<file path="src/rtl/sram_bus_arbiter.sv">
// sram_bus_arbiter: shares one SRAM-style bus between the fetch port and the data port.
// One transaction at a time. The data port has fixed priority. Bus outputs are registered
// and held for the whole transaction. Stall requests are combinational.
module sram_bus_arbiter #(
  parameter bit          ADDR_MAP_EN    = 1'b1,
  parameter int unsigned TIMEOUT_CYCLES = 255
) (
  input  logic        clk,
  input  logic        rst,
  input  logic        flush_i,
  // fetch port
  input  logic        if_ce_i,
  input  logic [31:0] if_addr_i,
  output logic [31:0] if_rdata_o,
  output logic        if_ack_o,
  output logic        stallreq_if_o,
  // data port
  input  logic        mem_ce_i,
  input  logic        mem_we_i,
  input  logic [31:0] mem_addr_i,
  input  logic [3:0]  mem_sel_i,
  input  logic [31:0] mem_wdata_i,
  output logic [31:0] mem_rdata_o,
  output logic        mem_ack_o,
  output logic        stallreq_mem_o,
  // external bus
  output logic        bus_ce_o,
  output logic        bus_we_o,
  output logic [31:0] bus_addr_o,
  output logic [3:0]  bus_sel_o,
  output logic [31:0] bus_wdata_o,
  input  logic [31:0] bus_rdata_i,
  input  logic        bus_ack_i,
  output logic        bus_err_o
);

  typedef enum logic [1:0] {
    StIdle,
    StIfBusy,
    StMemBusy,
    StDone
  } state_e;

  // Counter value seen in the last bus cycle the transaction is allowed to wait.
  localparam logic [7:0] TimeoutLast = 8'(TIMEOUT_CYCLES - 1);

  state_e      state_q;
  logic [7:0]  tmo_cnt_q;
  logic        drop_q;

  logic        bus_ce_q;
  logic        bus_we_q;
  logic [31:0] bus_addr_q;
  logic [3:0]  bus_sel_q;
  logic [31:0] bus_wdata_q;
  logic        bus_err_q;
  logic [31:0] if_rdata_q;
  logic [31:0] mem_rdata_q;
  logic        if_ack_q;
  logic        mem_ack_q;

  logic [31:0] if_paddr;
  logic [31:0] mem_paddr;
  logic        timeout_hit;
  logic        bus_done;
  logic        drop_now;

  // kseg0/kseg1 (0x8000_0000..0xBFFF_FFFF) fold onto the low 512 MiB of physical space.
  function automatic logic [31:0] map_addr(input logic [31:0] vaddr);
    logic [31:0] paddr;
    paddr = vaddr;
    if (ADDR_MAP_EN && (vaddr[31:30] == 2'b10)) begin
      paddr = {3'b000, vaddr[28:0]};
    end
    return paddr;
  endfunction

  // Physical addresses, transaction termination and fetch-drop decision.
  always_comb begin
    if_paddr    = map_addr(if_addr_i);
    mem_paddr   = map_addr(mem_addr_i);
    timeout_hit = (tmo_cnt_q == TimeoutLast);
    bus_done    = bus_ack_i | timeout_hit;
    // A flush in the terminating cycle itself also discards the fetch.
    drop_now    = drop_q | flush_i;
  end

  // Arbitration FSM with registered bus and port outputs.
  always_ff @(posedge clk) begin
    if (!rst) begin
      state_q     <= StIdle;
      tmo_cnt_q   <= '0;
      drop_q      <= 1'b0;
      bus_ce_q    <= 1'b0;
      bus_we_q    <= 1'b0;
      bus_addr_q  <= '0;
      bus_sel_q   <= '0;
      bus_wdata_q <= '0;
      bus_err_q   <= 1'b0;
      if_rdata_q  <= '0;
      mem_rdata_q <= '0;
      if_ack_q    <= 1'b0;
      mem_ack_q   <= 1'b0;
    end else begin
      // Single-cycle pulses default low.
      if_ack_q  <= 1'b0;
      mem_ack_q <= 1'b0;
      bus_err_q <= 1'b0;

      unique case (state_q)
        StIdle: begin
          tmo_cnt_q <= '0;
          drop_q    <= 1'b0;
          if (mem_ce_i) begin
            bus_ce_q    <= 1'b1;
            bus_we_q    <= mem_we_i;
            bus_addr_q  <= mem_paddr;
            bus_sel_q   <= mem_sel_i;
            bus_wdata_q <= mem_wdata_i;
            state_q     <= StMemBusy;
          end else if (if_ce_i) begin
            bus_ce_q    <= 1'b1;
            bus_we_q    <= 1'b0;
            bus_addr_q  <= if_paddr;
            bus_sel_q   <= 4'hF;
            bus_wdata_q <= '0;
            state_q     <= StIfBusy;
          end
        end

        StIfBusy: begin
          tmo_cnt_q <= tmo_cnt_q + 8'd1;
          if (flush_i) begin
            drop_q <= 1'b1;
          end
          if (bus_done) begin
            bus_ce_q  <= 1'b0;
            bus_err_q <= ~bus_ack_i;
            tmo_cnt_q <= '0;
            drop_q    <= 1'b0;
            if (drop_now) begin
              // Flushed fetch: bus cycle completed, result discarded silently.
              state_q <= StIdle;
            end else begin
              if_rdata_q <= bus_ack_i ? bus_rdata_i : 32'h0;
              if_ack_q   <= 1'b1;
              state_q    <= StDone;
            end
          end
        end

        StMemBusy: begin
          tmo_cnt_q <= tmo_cnt_q + 8'd1;
          if (bus_done) begin
            bus_ce_q    <= 1'b0;
            bus_err_q   <= ~bus_ack_i;
            tmo_cnt_q   <= '0;
            mem_rdata_q <= (bus_ack_i && !bus_we_q) ? bus_rdata_i : 32'h0;
            mem_ack_q   <= 1'b1;
            state_q     <= StDone;
          end
        end

        StDone: begin
          // No arbitration here: the served requester's ce is still high this cycle.
          state_q <= StIdle;
        end

        default: begin
          state_q <= StIdle;
        end
      endcase
    end
  end

  // Output drive; a flush during the DONE cycle hides the fetch ack.
  always_comb begin
    bus_ce_o       = bus_ce_q;
    bus_we_o       = bus_we_q;
    bus_addr_o     = bus_addr_q;
    bus_sel_o      = bus_sel_q;
    bus_wdata_o    = bus_wdata_q;
    bus_err_o      = bus_err_q;
    if_rdata_o     = if_rdata_q;
    mem_rdata_o    = mem_rdata_q;
    if_ack_o       = if_ack_q & ~flush_i;
    mem_ack_o      = mem_ack_q;
    stallreq_if_o  = if_ce_i & ~if_ack_o;
    stallreq_mem_o = mem_ce_i & ~mem_ack_o;
  end

endmodule

</file>
<file path="config.mk">
export PLATFORM = sky130hd
export DESIGN_NAME = sram_bus_arbiter
export DESIGN_NICKNAME = d
export VERILOG_FILES = /design/src/rtl/sram_bus_arbiter.sv
export SDC_FILE = /design/constraint.sdc
export NUM_CORES = 1
export LEC_CHECK = 0
export CORE_AREA = 10 10 123 125
export CTS_BUF_LIST = sky130_fd_sc_hd__clkbuf_4 sky130_fd_sc_hd__clkbuf_8
export DETAILED_ROUTE_END_ITERATION = 16
export DIE_AREA = 0 0 133 135
export PLACE_DENSITY = 0.87
export SYNTH_ARGS = -nofsm -noshare
export SYNTH_HDL_FRONTEND = slang
export SYNTH_SLANG_ARGS = --single-unit
</file>
<file path="constraint.sdc">
create_clock -name clk -period 3.1 [get_ports clk]
set_input_delay 0.465 -clock clk [delete_from_list [all_inputs] [get_ports clk]]
set_output_delay 0.465 -clock clk [all_outputs]
set_load 0.02 [all_outputs]
</file>
---- Word-level counts from Yosys, hierarchy flattened ----
Cells that the tools add are included.
W data, S select, Z words.
storage, ports and cells
  output and inout port bits .............. 139
  logic and storage cells ................. 80
  register bits after elaboration ......... 148
operators by class
  reductions and logical operators ........ 16
  bitwise gates (word level) .............. 10
  muxes and demuxes ....................... 29
  add/sub/neg operators ................... 1
  equal/unequal tests ..................... 11
operators by type and width
  kind                   count
  $mux W32               8
  $pmux W8 S2            1
  $reduce_and A3 Y1      5
  $mux W2                5
  $mux W1                9
  $add A8 B1 Y8 const B  1
  $eq A2 B2 Y1 const B   4
  $eq A8 B8 Y1 const B   1
  $mux W4                2
  $mux W8                1
  $pmux W2 S4            1
  $reduce_and A2 Y1      4
  $ne A3 B3 Y1 const B   2
  $reduce_bool A2 Y1     3
  $not A1 Y1             5
  $ne A2 B2 Y1 const B   2
  $pmux W1 S2            2
  $and A1 B1 Y1          3
  $eq A2 B1 Y1 const B   1
  $logic_not A2 Y1       1
  $ne A2 B1 Y1 const B   1
  $or A1 B1 Y1           2
  $reduce_or A2 Y1       1
  $logic_and A1 B1 Y1    1
  $logic_not A1 Y1       1

---- Longest topological paths before layout ----
Gate-level depths: netlist of the first run.
  depth after elaboration ................. 4
  mapped depth ............................ 7
  gate-level depth less buffers ........... 6

---- Least setup slack after synthesis of the first run ----
OpenSTA, ideal clock, no wires.
  kind .................................... input -> output
  start point ............................. in mem_ce_i
  end point ............................... out stallreq_mem_o
  setup slack ............................. 1382 ps
  buffers on the path ..................... 2
  stages on the path ...................... 3
  data arrival time ....................... 1253 ps
  cells stage by stage .................... buf_2 > buf_2 > nor2b_1
on the way
  word-level cells in the longest chain between the ends .. 1
RTL lines
  item           line  text
  from (decl)    18    input logic mem_ce_i,
  $and A1 B1 Y1  189   stallreq_mem_o = mem_ce_i & ~mem_ack_o;
  to (decl)      25    output logic stallreq_mem_o,
No other way between the ends.

---- Worst setup path in the final report of the first run ----
  start point ............................. in flush_i
  end point ............................... out if_ack_o
on the way
  word-level cells in the longest chain between the ends .. 2
RTL lines
  item           line  text
  from (decl)    10    input logic flush_i,
  $not A1 Y1     186   if_ack_o = if_ack_q & ~flush_i;
  $and A1 B1 Y1  186
  to (decl)      15    output logic if_ack_o,
No other way between the ends.

==> results of run 1 <==
==> path summary, 6_finish.rpt <==
check | startpoint | to | cells past startpoint
worst max-delay path | flush_i | if_ack_o | 3
worst min-delay path | mem_rdata_o[2] | mem_rdata_o[2] | 1
worst max register to register | tmo_cnt_q[0] | if_rdata_o[11] | 5
worst min register to register | mem_rdata_o[2] | mem_rdata_o[2] | 1
==> per-stage QoR <==
| step | instances | utilization | hold WS, ps | total power [mW] |
|---|---|---|---|---|
| floorplan | 503 | - | 455 | 3.66 |
| global placement | 919 | 0.670 | 460 | 4.63 |
| detailed placement | 919 | 0.670 | 467 | 4.72 |
| CTS | 950 | 0.709 | 470 | 6.55 |
| global route | 950 | 0.709 | 498 | 6.81 |
| finish | 950 | 0.709 | 482 | 6.51 |
==> kinds of logic (layout without fill, tap and decap cells) <==
family          Yosys count  in the layout
simple gates            113            113
mux                      30             30
compound gates          152            152
buf+inv                  46            321
fa+ha+maj                 7              7
xor+xnor                  7              7
flops                   148            148
==> metal layers <==
layer  global-route usage  wire [um]  vias to the layer above
met3                0.109       2260                       31
met2                0.351       9630                      276
li1                     -          -                     2370
met1                0.228       7370                     2410
met5                    0          0                        -
met4               0.0789        428                        0
==> power groups by stage <==
stage / Combinational [mW] / Clock, mW / Sequential [mW]
after floorplan: 0.891 / 0 / 2.77
after global placement: 2.21 / 0 / 2.42
after detailed placement: 2.28 / 0 / 2.44
after CTS: 2.30 / 1.84 / 2.40
after global routing: 2.45 / 1.91 / 2.44
final: 2.28 / 1.81 / 2.41
==> cell usage after synthesis (all sizes together) (3+ instances only) <==
| library cell | instances | share of area |
|---|---|---|
| a22o | 64 | 0.10 |
| a22oi | 33 | 0.044 |
| buf | 20 | 0.024 |
| clkbuf | 21 | 0.014 |
| dfxtp | 148 | 0.53 |
| ha | 7 | 0.016 |
| inv | 5 | 0.0034 |
| mux2i | 29 | 0.052 |
| nand2 | 42 | 0.028 |
| nand2b | 3 | 0.0034 |
| nand3 | 3 | 0.0027 |
| nand4 | 4 | 0.0045 |
| nor2 | 13 | 0.0088 |
| nor2b | 38 | 0.043 |
| o211a | 32 | 0.057 |
| o211ai | 3 | 0.0040 |
| o221a | 4 | 0.0081 |
| xor2 | 6 | 0.0094 |
==> cell type report <==
| type | instances | area [um^2] | area share |
|---|---|---|---|
| clock buffers | 22 | 290 | 0.0326 |
| well taps | 172 | 215 | 0.0241 |
| repair buffers | 285 | 2840 | 0.318 |
| multi-input cells | 309 | 2390 | 0.269 |
| inverters | 5 | 18.8 | 0.00210 |
| clock inverters | 9 | 199 | 0.0223 |
| flip-flops and latches | 148 | 2960 | 0.332 |
==> sequential cells by signal, summed over array words and instances, names as in the netlist, 2 cells and up <==
| signal | count |
|---|---|
| bus_addr_o | 32 |
| bus_sel_o | 4 |
| bus_wdata_o | 32 |
| if_rdata_o | 32 |
| mem_rdata_o | 32 |
| state_q | 2 |
| tmo_cnt_q | 8 |
==> critical path, delay by kind of cell <==
family	cells	cell delay (ps)
simple gates	1	270
buf+inv	2	1140
==> flow_summary.json, run 1 <==
{
  "gp_congestion": 0.812,
  "hold_path.class": "reg2reg",
  "post_cts_buffers": 0,
  "hold_violations": 0,
  "synth_top_family_by_area": "compound AO/OA/AOI/OAI gates",
  "nets": 912,
  "p_seq_frac": 0.370,
  "cpPeakStageDelay_ps": 670,
  "cp_common_cell": "clkdlybuf4s50_1",
  "async_flop_share": 0,
  "grt_max_degree": 50,
  "track_usage": 0.212,
  "setup_violations": 0,
  "ir_drop_mv": 0.369,
  "synthMuxAreaShare": 0.0541,
  "required_ps": 2630,
  "cts.path.max_buffers": 2,
  "pin_count": 278,
  "netlist_instances": 503,
  "synth_edf_count": 0,
  "worst_clock_skew_ps": 13.0,
  "firstDrtPassIters": 5,
  "synth_cell_types": 44,
  "numCtsBuffers": 17,
  "rsz0062_at_grt": "false",
  "dpl_cell_area_mm2": 0.00843,
  "drive_above_1_share": 0.0720,
  "die_y_um": 135,
  "internal_power_mw": 4.40,
  "cts_tree": "built",
  "antenna_found_initial": 0,
  "clk_latency_ps": 450,
  "port_buffers": 277,
  "cts.sinks": 148,
  "holdBufCountCts": 0,
  "grt_pass1_vias": 5428,
  "synth.yosys.seq_area_share": 0.531,
  "slew_headroom": 0.352,
  "path_cells": "clkdlybuf4s50_1, nor2b_1, clkdlybuf4s50_1",
  "synthToLayoutAreaGrowth_pct": 59.9,
  "cts_max_level": 4,
  "synth-simple-area-share": 0.105,
  "synth_xor_area_frac": 0.0110,
  "post-route-drc-count": 0,
  "final_common_cell": "clkdlybuf4s50_1",
  "ant_nets": 0,
  "overflow": 0,
  "cts_resized": 0,
  "cts.clk_slew.worst_paths_ps": 70,
  "final_area_mm2": 0.00892,
  "power_density_mw_per_mm2": 730,
  "start_util": 0.444,
  "syn_area_per_cell_um2": 11.1,
  "leakagePower_nw": 3.70,
  "pre_cts_slack_ps": 731,
  "wl_um": 19700,
  "yosysWarnings": 0,
  "fillers": 880,
  "period_minus_slack_ps": 2350,
  "outcome": "finished clean",
  "synth-compound-area-share": 0.241,
  "cts_root_buf": "clkbuf_8",
  "grt_pass1_wl_um": 30400,
  "cp-end-kind": "output port",
  "synth_nets": 649,
  "p_comb_frac": 0.351,
  "r2r_slack_ps": 950,
  "startpoint_type": "input port",
  "synth.ff_latch_count": 148,
  "die_w_um": 133,
  "synth-main-ff-cell": "dfxtp_1",
  "fin_crit_sh": 0.757,
  "synth_fa_ha_area_frac": 0.0157,
  "pwr-share-clk": 0.279,
  "dp_hpwl_um": 15100,
  "max_freq_mhz": 426,
  "slew_viol_final": 0,
  "crit_fanout": 4,
  "tightest_slew_ps": 969,
  "diodes": 0,
  "vias_per_cell": 5.35,
  "netlist_area_mm2": 0.00558,
  "vias": 5087,
  "crit_slowest_cell": "clkdlybuf4s50_1",
  "rows": 41,
  "final_cell_mix": "clkdlybuf4s50_1, dfxtp_1, a22o_1",
  "wl_per_cell_um": 20.7,
  "drt-initial-drc-count": 230,
  "die_area_mm2": 0.0180,
  "crit_type": "in2out",
  "fin_tns_setup_ps": 0,
  "cap_viol_max_count": 0,
  "core_mm2": 0.0126,
  "crit_arrival_ps": 1880,
  "power_switching_mw": 2.10,
  "setup_ws_ps": 754,
  "p_sw_frac": 0.323
}
Power figures use the tool's default switching activity.
==> run 2: changes to the inputs <==
==> config.mk (replaced) <==
export PLATFORM = sky130hd
export DESIGN_NAME = sram_bus_arbiter
export DESIGN_NICKNAME = d
export VERILOG_FILES = /design/src/rtl/sram_bus_arbiter.sv
export SDC_FILE = /design/constraint.sdc
export NUM_CORES = 1
export LEC_CHECK = 0
export CORE_AREA = 10 10 134 136
export CTS_BUF_LIST = sky130_fd_sc_hd__clkbuf_4 sky130_fd_sc_hd__clkbuf_8
export DETAILED_ROUTE_END_ITERATION = 16
export DIE_AREA = 0 0 144 146
export PLACE_DENSITY = 0.77
export SYNTH_ARGS = -nofsm -noshare
export SYNTH_HDL_FRONTEND = slang
export SYNTH_SLANG_ARGS = --single-unit
==> constraint.sdc (replaced) <==
create_clock -name clk -period 1.9 [get_ports clk]
set_input_delay 0.285 -clock clk [delete_from_list [all_inputs] [get_ports clk]]
set_output_delay 0.285 -clock clk [all_outputs]
set_load 0.02 [all_outputs]
==> flow_summary.json, run 2 (same netlist as run 1, synthesis figures left out) <==
{
  "hold_violations": 0,
  "fillers": 1255,
  "max_freq_mhz": 554,
  "cts.path.max_buffers": 2,
  "track_usage": 0.174,
  "fin_crit_sh": 0.950,
  "worst-path-buf-inv": 2,
  "holdWs_ps": 219,
  "power.total_mw": 9.98,
  "ir_drop_mv": 0.601,
  "crit_fanout": 16,
  "cts_tree": "built",
  "required_ps": 2290,
  "start_util": 0.360,
  "period_minus_slack_ps": 1800,
  "pin_count": 278,
  "die_area_mm2": 0.0210,
  "dp_hpwl_um": 14300,
  "drt-initial-drc-count": 185,
  "cts_max_level": 4,
  "cp_top_family": "compound AO/OA/AOI/OAI gates",
  "drive_above_1_share": 0.0875,
  "power_density_mw_per_mm2": 1110,
  "rsz0062_at_grt": "true",
  "grt_pass1_wl_um": 29000,
  "cpPeakStageDelay_ps": 500,
  "placed_cells": 947,
  "setup_violations": 0,
  "die_w_um": 144,
  "cp-end-kind": "flip-flop",
  "slew_viol_final": 0,
  "grt_max_degree": 69,
  "vias": 5084,
  "final_common_cell": "clkdlybuf4s50_1",
  "clk_latency_ps": 440,
  "antenna_found_initial": 1,
  "outcome": "finished clean",
  "cts.sinks": 148,
  "ant_nets": 0,
  "rows": 46,
  "port_buffers": 277,
  "cts_root_buf": "clkbuf_8",
  "crit_type": "reg2reg",
  "synthToLayoutAreaGrowth_pct": 61.0,
  "wl_per_cell_um": 19.4,
  "nets": 922,
  "leakagePower_nw": 3.72,
  "core_mm2": 0.0155,
  "gp_congestion": 0.818,
  "firstDrtPassIters": 4,
  "cts.clk_slew.worst_paths_ps": 90,
  "crit_slowest_cell": "a21boi_4",
  "diodes": 0,
  "holdBufCountCts": 0,
  "worst_clock_skew_ps": 14.0,
  "instances_no_fill": 981,
  "startpoint_type": "flip-flop",
  "die_y_um": 146,
  "overflow": 0,
  "cap_viol_max_count": 0,
  "slew_headroom": 0.598,
  "post-route-drc-count": 0,
  "vias_per_cell": 5.18,
  "numCtsBuffers": 17,
  "tightest_slew_ps": 603,
  "grt_pass1_vias": 5296,
  "hold_path.class": "in2reg",
  "wl_um": 19100,
  "crit_arrival_ps": 2190,
  "final_cell_mix": "clkdlybuf4s50_1, dfxtp_1, a22o_1",
  "path_cells": "inv_1, ha_1, nor3b_1, buf_4, a21boi_4, a22o_1"
}
==> run 2: final timing paths <==
kind,startpoint,end,slack [ps],cells after the start
setup / recovery,state_q[1],if_rdata_o[11],100,6
hold / removal,rst,state_q[0],220,3
setup reg to reg,state_q[1],if_rdata_o[11],100,6
hold reg to reg,mem_rdata_o[30],mem_rdata_o[30],480,1
==> run 2: repair_timing <==
action / 4_1_cts / 5_1_grt
gates resized for setup: 3 / 3
setup endpoints to repair: 34 / 16
gates cloned: 1 / 1
buffers inserted: 0 / 0
pin swaps: 1 / 1
endpoints found under the hold margin: 0 / 0
==> run 2: layout make-up <==
type	count	area, um^2	area share
Timing Repair Buffer	294	2970	0.331
Clock buffer	18	248	0.0276
Clock inverter	14	118	0.0131
Inverter	5	18.8	0.00209
Sequential cell	148	2960	0.330
Tap cell	192	240	0.0268
Multi-Input combinational cell	310	2420	0.270
==> run 2: power breakdown <==
part | internal, mW | switching [mW]
registers | 3.61 | 0.295
clock network | 0.971 | 1.28
logic | 1.83 | 1.99
==> run 2: worst min-delay path: stages <==
cell and delay [ps]:
buf_2 200, nand2_1 90, a211oi_1 40
==> run 2: stage by stage <==
step / setup WS (ps) / cell area (um^2) / utilization / setup TNS, ps
2_1_floorplan: 268 / 5580 / - / 0
3_3_place_gp: -125 / 8560 / 0.553 / -4030
3_5_place_dp: -254 / 8560 / 0.553 / -7390
4_1_cts: 68.4 / 8940 / 0.578 / 0
5_1_grt: -43.0 / 8980 / 0.580 / -43.0
6_report: 95.9 / 8980 / 0.580 / 0
==> run 2: metal layers <==
layer | routed length [um] | global-route usage | up-vias
met2 | 8590 | 0.274 | 272
met3 | 2570 | 0.0963 | 28
met5 | 7 | 0 | -
li1 | - | - | 2401
met4 | 340 | 0.0577 | 2
met1 | 7540 | 0.194 | 2381
==> run 3: changes to the inputs <==
--- a/config.mk
+++ b/config.mk
@@ -5,10 +5,11 @@
 export SDC_FILE = /design/constraint.sdc
 export NUM_CORES = 1
 export LEC_CHECK = 0
-export CORE_AREA = 10 10 134 136
+export CORE_AREA = 10 10 115 159
 export CTS_BUF_LIST = sky130_fd_sc_hd__clkbuf_4 sky130_fd_sc_hd__clkbuf_8
+export CTS_CLUSTER_DIAMETER = 150
 export DETAILED_ROUTE_END_ITERATION = 16
-export DIE_AREA = 0 0 144 146
+export DIE_AREA = 0 0 125 169
 export PLACE_DENSITY = 0.77
 export SYNTH_ARGS = -nofsm -noshare
 export SYNTH_HDL_FRONTEND = slang
==> flow_summary.json, run 3 (same netlist as run 1, synthesis figures left out) <==
{
  "outcome": "finished clean",
  "tightest_slew_ps": 623,
  "nets": 927,
  "final_cell_mix": "clkdlybuf4s50_1, dfxtp_1, a22o_1",
  "slew_viol_final": 0,
  "crit_fanout": 3,
  "drt-initial-drc-count": 385,
  "setup_ws_ps": 71.3,
  "start_util": 0.362,
  "grt_pass1_wl_um": 29500,
  "cts.sinks": 148,
  "cp_top_family": "buffers and inverters",
  "ant_nets": 0,
  "pre_cts_slack_ps": -173,
  "synthToLayoutAreaGrowth_pct": 62.9,
  "drive_above_1_share": 0.0945,
  "max_freq_mhz": 547,
  "die_area_mm2": 0.0211,
  "reg2reg_depth": 7,
  "vias_per_cell": 5.09,
  "clk_latency_ps": 450,
  "fillers": 1266,
  "worst-path-stages": 1,
  "path_cells": "clkdlybuf4s50_1",
  "fin_crit_sh": 0.962,
  "required_ps": 1620,
  "hold_path.class": "in2reg",
  "worst-path-buf-inv": 1,
  "numCtsBuffers": 17,
  "diodes": 0,
  "wl_um": 19200,
  "slew_headroom": 0.585,
  "crit_arrival_ps": 1540,
  "post-route-util": 0.590,
  "crit_type": "reg2out",
  "final_area_mm2": 0.00908,
  "setup_violations": 0,
  "leakagePower_nw": 3.77,
  "cts_max_level": 4,
  "worst_clock_skew_ps": 16.4,
  "port_buffers": 277,
  "period_minus_slack_ps": 1830,
  "cts.clk_slew.worst_paths_ps": 90,
  "cts_tree": "built",
  "power_density_mw_per_mm2": 1130,
  "cts_root_buf": "clkbuf_8",
  "cap_viol_max_count": 0,
  "hold_violations": 0,
  "dp_hpwl_um": 14500,
  "die_w_um": 125,
  "hold_path_depth": 3,
  "pin_count": 278,
  "track_usage": 0.171,
  "post-route-drc-count": 0,
  "antenna_found_initial": 0,
  "wl_per_cell_um": 19.4,
  "gp_congestion": 0.868,
  "vias": 5039,
  "crit_slowest_cell": "clkdlybuf4s50_1",
  "die_y_um": 169,
  "firstDrtPassIters": 5,
  "cpPeakStageDelay_ps": 680,
  "cts.path.max_buffers": 2,
  "ir_drop_mv": 0.505,
  "final_common_cell": "clkdlybuf4s50_1",
  "core_mm2": 0.0154,
  "startpoint_type": "flip-flop",
  "rows": 54,
  "dpl_cell_area_mm2": 0.00861,
  "grt_max_degree": 70,
  "grt_pass1_vias": 5347,
  "overflow": 0,
  "cp-end-kind": "output port"
}
[run 3: cell types whose count changed in the layout (fill, tap and decap cells not counted), sizes merged]
cell	before	now
buf	18	23
clkbuf	19	18
clkinv	5	6
clkinvlp	3	2
inv	11	12
[run 3: metrics by stage]
stage	TNS [ps]	power [mW]	std cells	hold WS, ps
after floorplan	0	5.98	503	363
after detailed placement	-4770	7.88	955	466
after global routing	-1.52	10.8	990	218
final	0	10.3	990	203
after global placement	-4050	7.76	955	460
after CTS	0	10.4	988	172
[run 3: repair_timing]
| action | in CTS | in global routing |
|---|---|---|
| pin swaps | 1 | 1 |
| endpoints found under the setup margin | 34 | 34 |
| gates resized for setup | 3 | 4 |
| cloned | 1 | 1 |
| hold buffers | 0 | 0 |
| buffers inserted | 0 | 1 |
[run 3: layout make-up]
class	count	area, um^2	share of cell area
Sequential cell	148	2960	0.326
Clock buffer	17	234	0.0258
Timing Repair Buffer	299	3030	0.334
Clock inverter	15	168	0.0185
Tap cell	196	245	0.0270
Multi-Input combinational cell	310	2420	0.267
Inverter	5	18.8	0.00207
[run 3: per-layer routing]
layer  vias up  share of wire  routed length (um)  GRT usage
li1       2410              -                   -          -
met1      2372           0.40                7610      0.191
met2       238           0.49                9320      0.286
met3        19           0.10                1950     0.0722
met4         0          0.017                 328     0.0567
met5         -              0                   0          0
[run 3: final timing paths]
kind              startpoint              end  slack [ps]
max                 bus_we_o         bus_we_o          70
min                      rst       state_q[0]         200
max reg2reg       state_q[1]   if_rdata_o[16]          90
min reg2reg  mem_rdata_o[19]  mem_rdata_o[19]         490
[run 3: power breakdown]
group / switching, mW / internal [mW] / leakage [nW]
Sequential: 0.300 / 3.62 / 1.21
Clock: 1.44 / 0.996 / 0.197
Combinational: 1.98 / 1.93 / 2.36
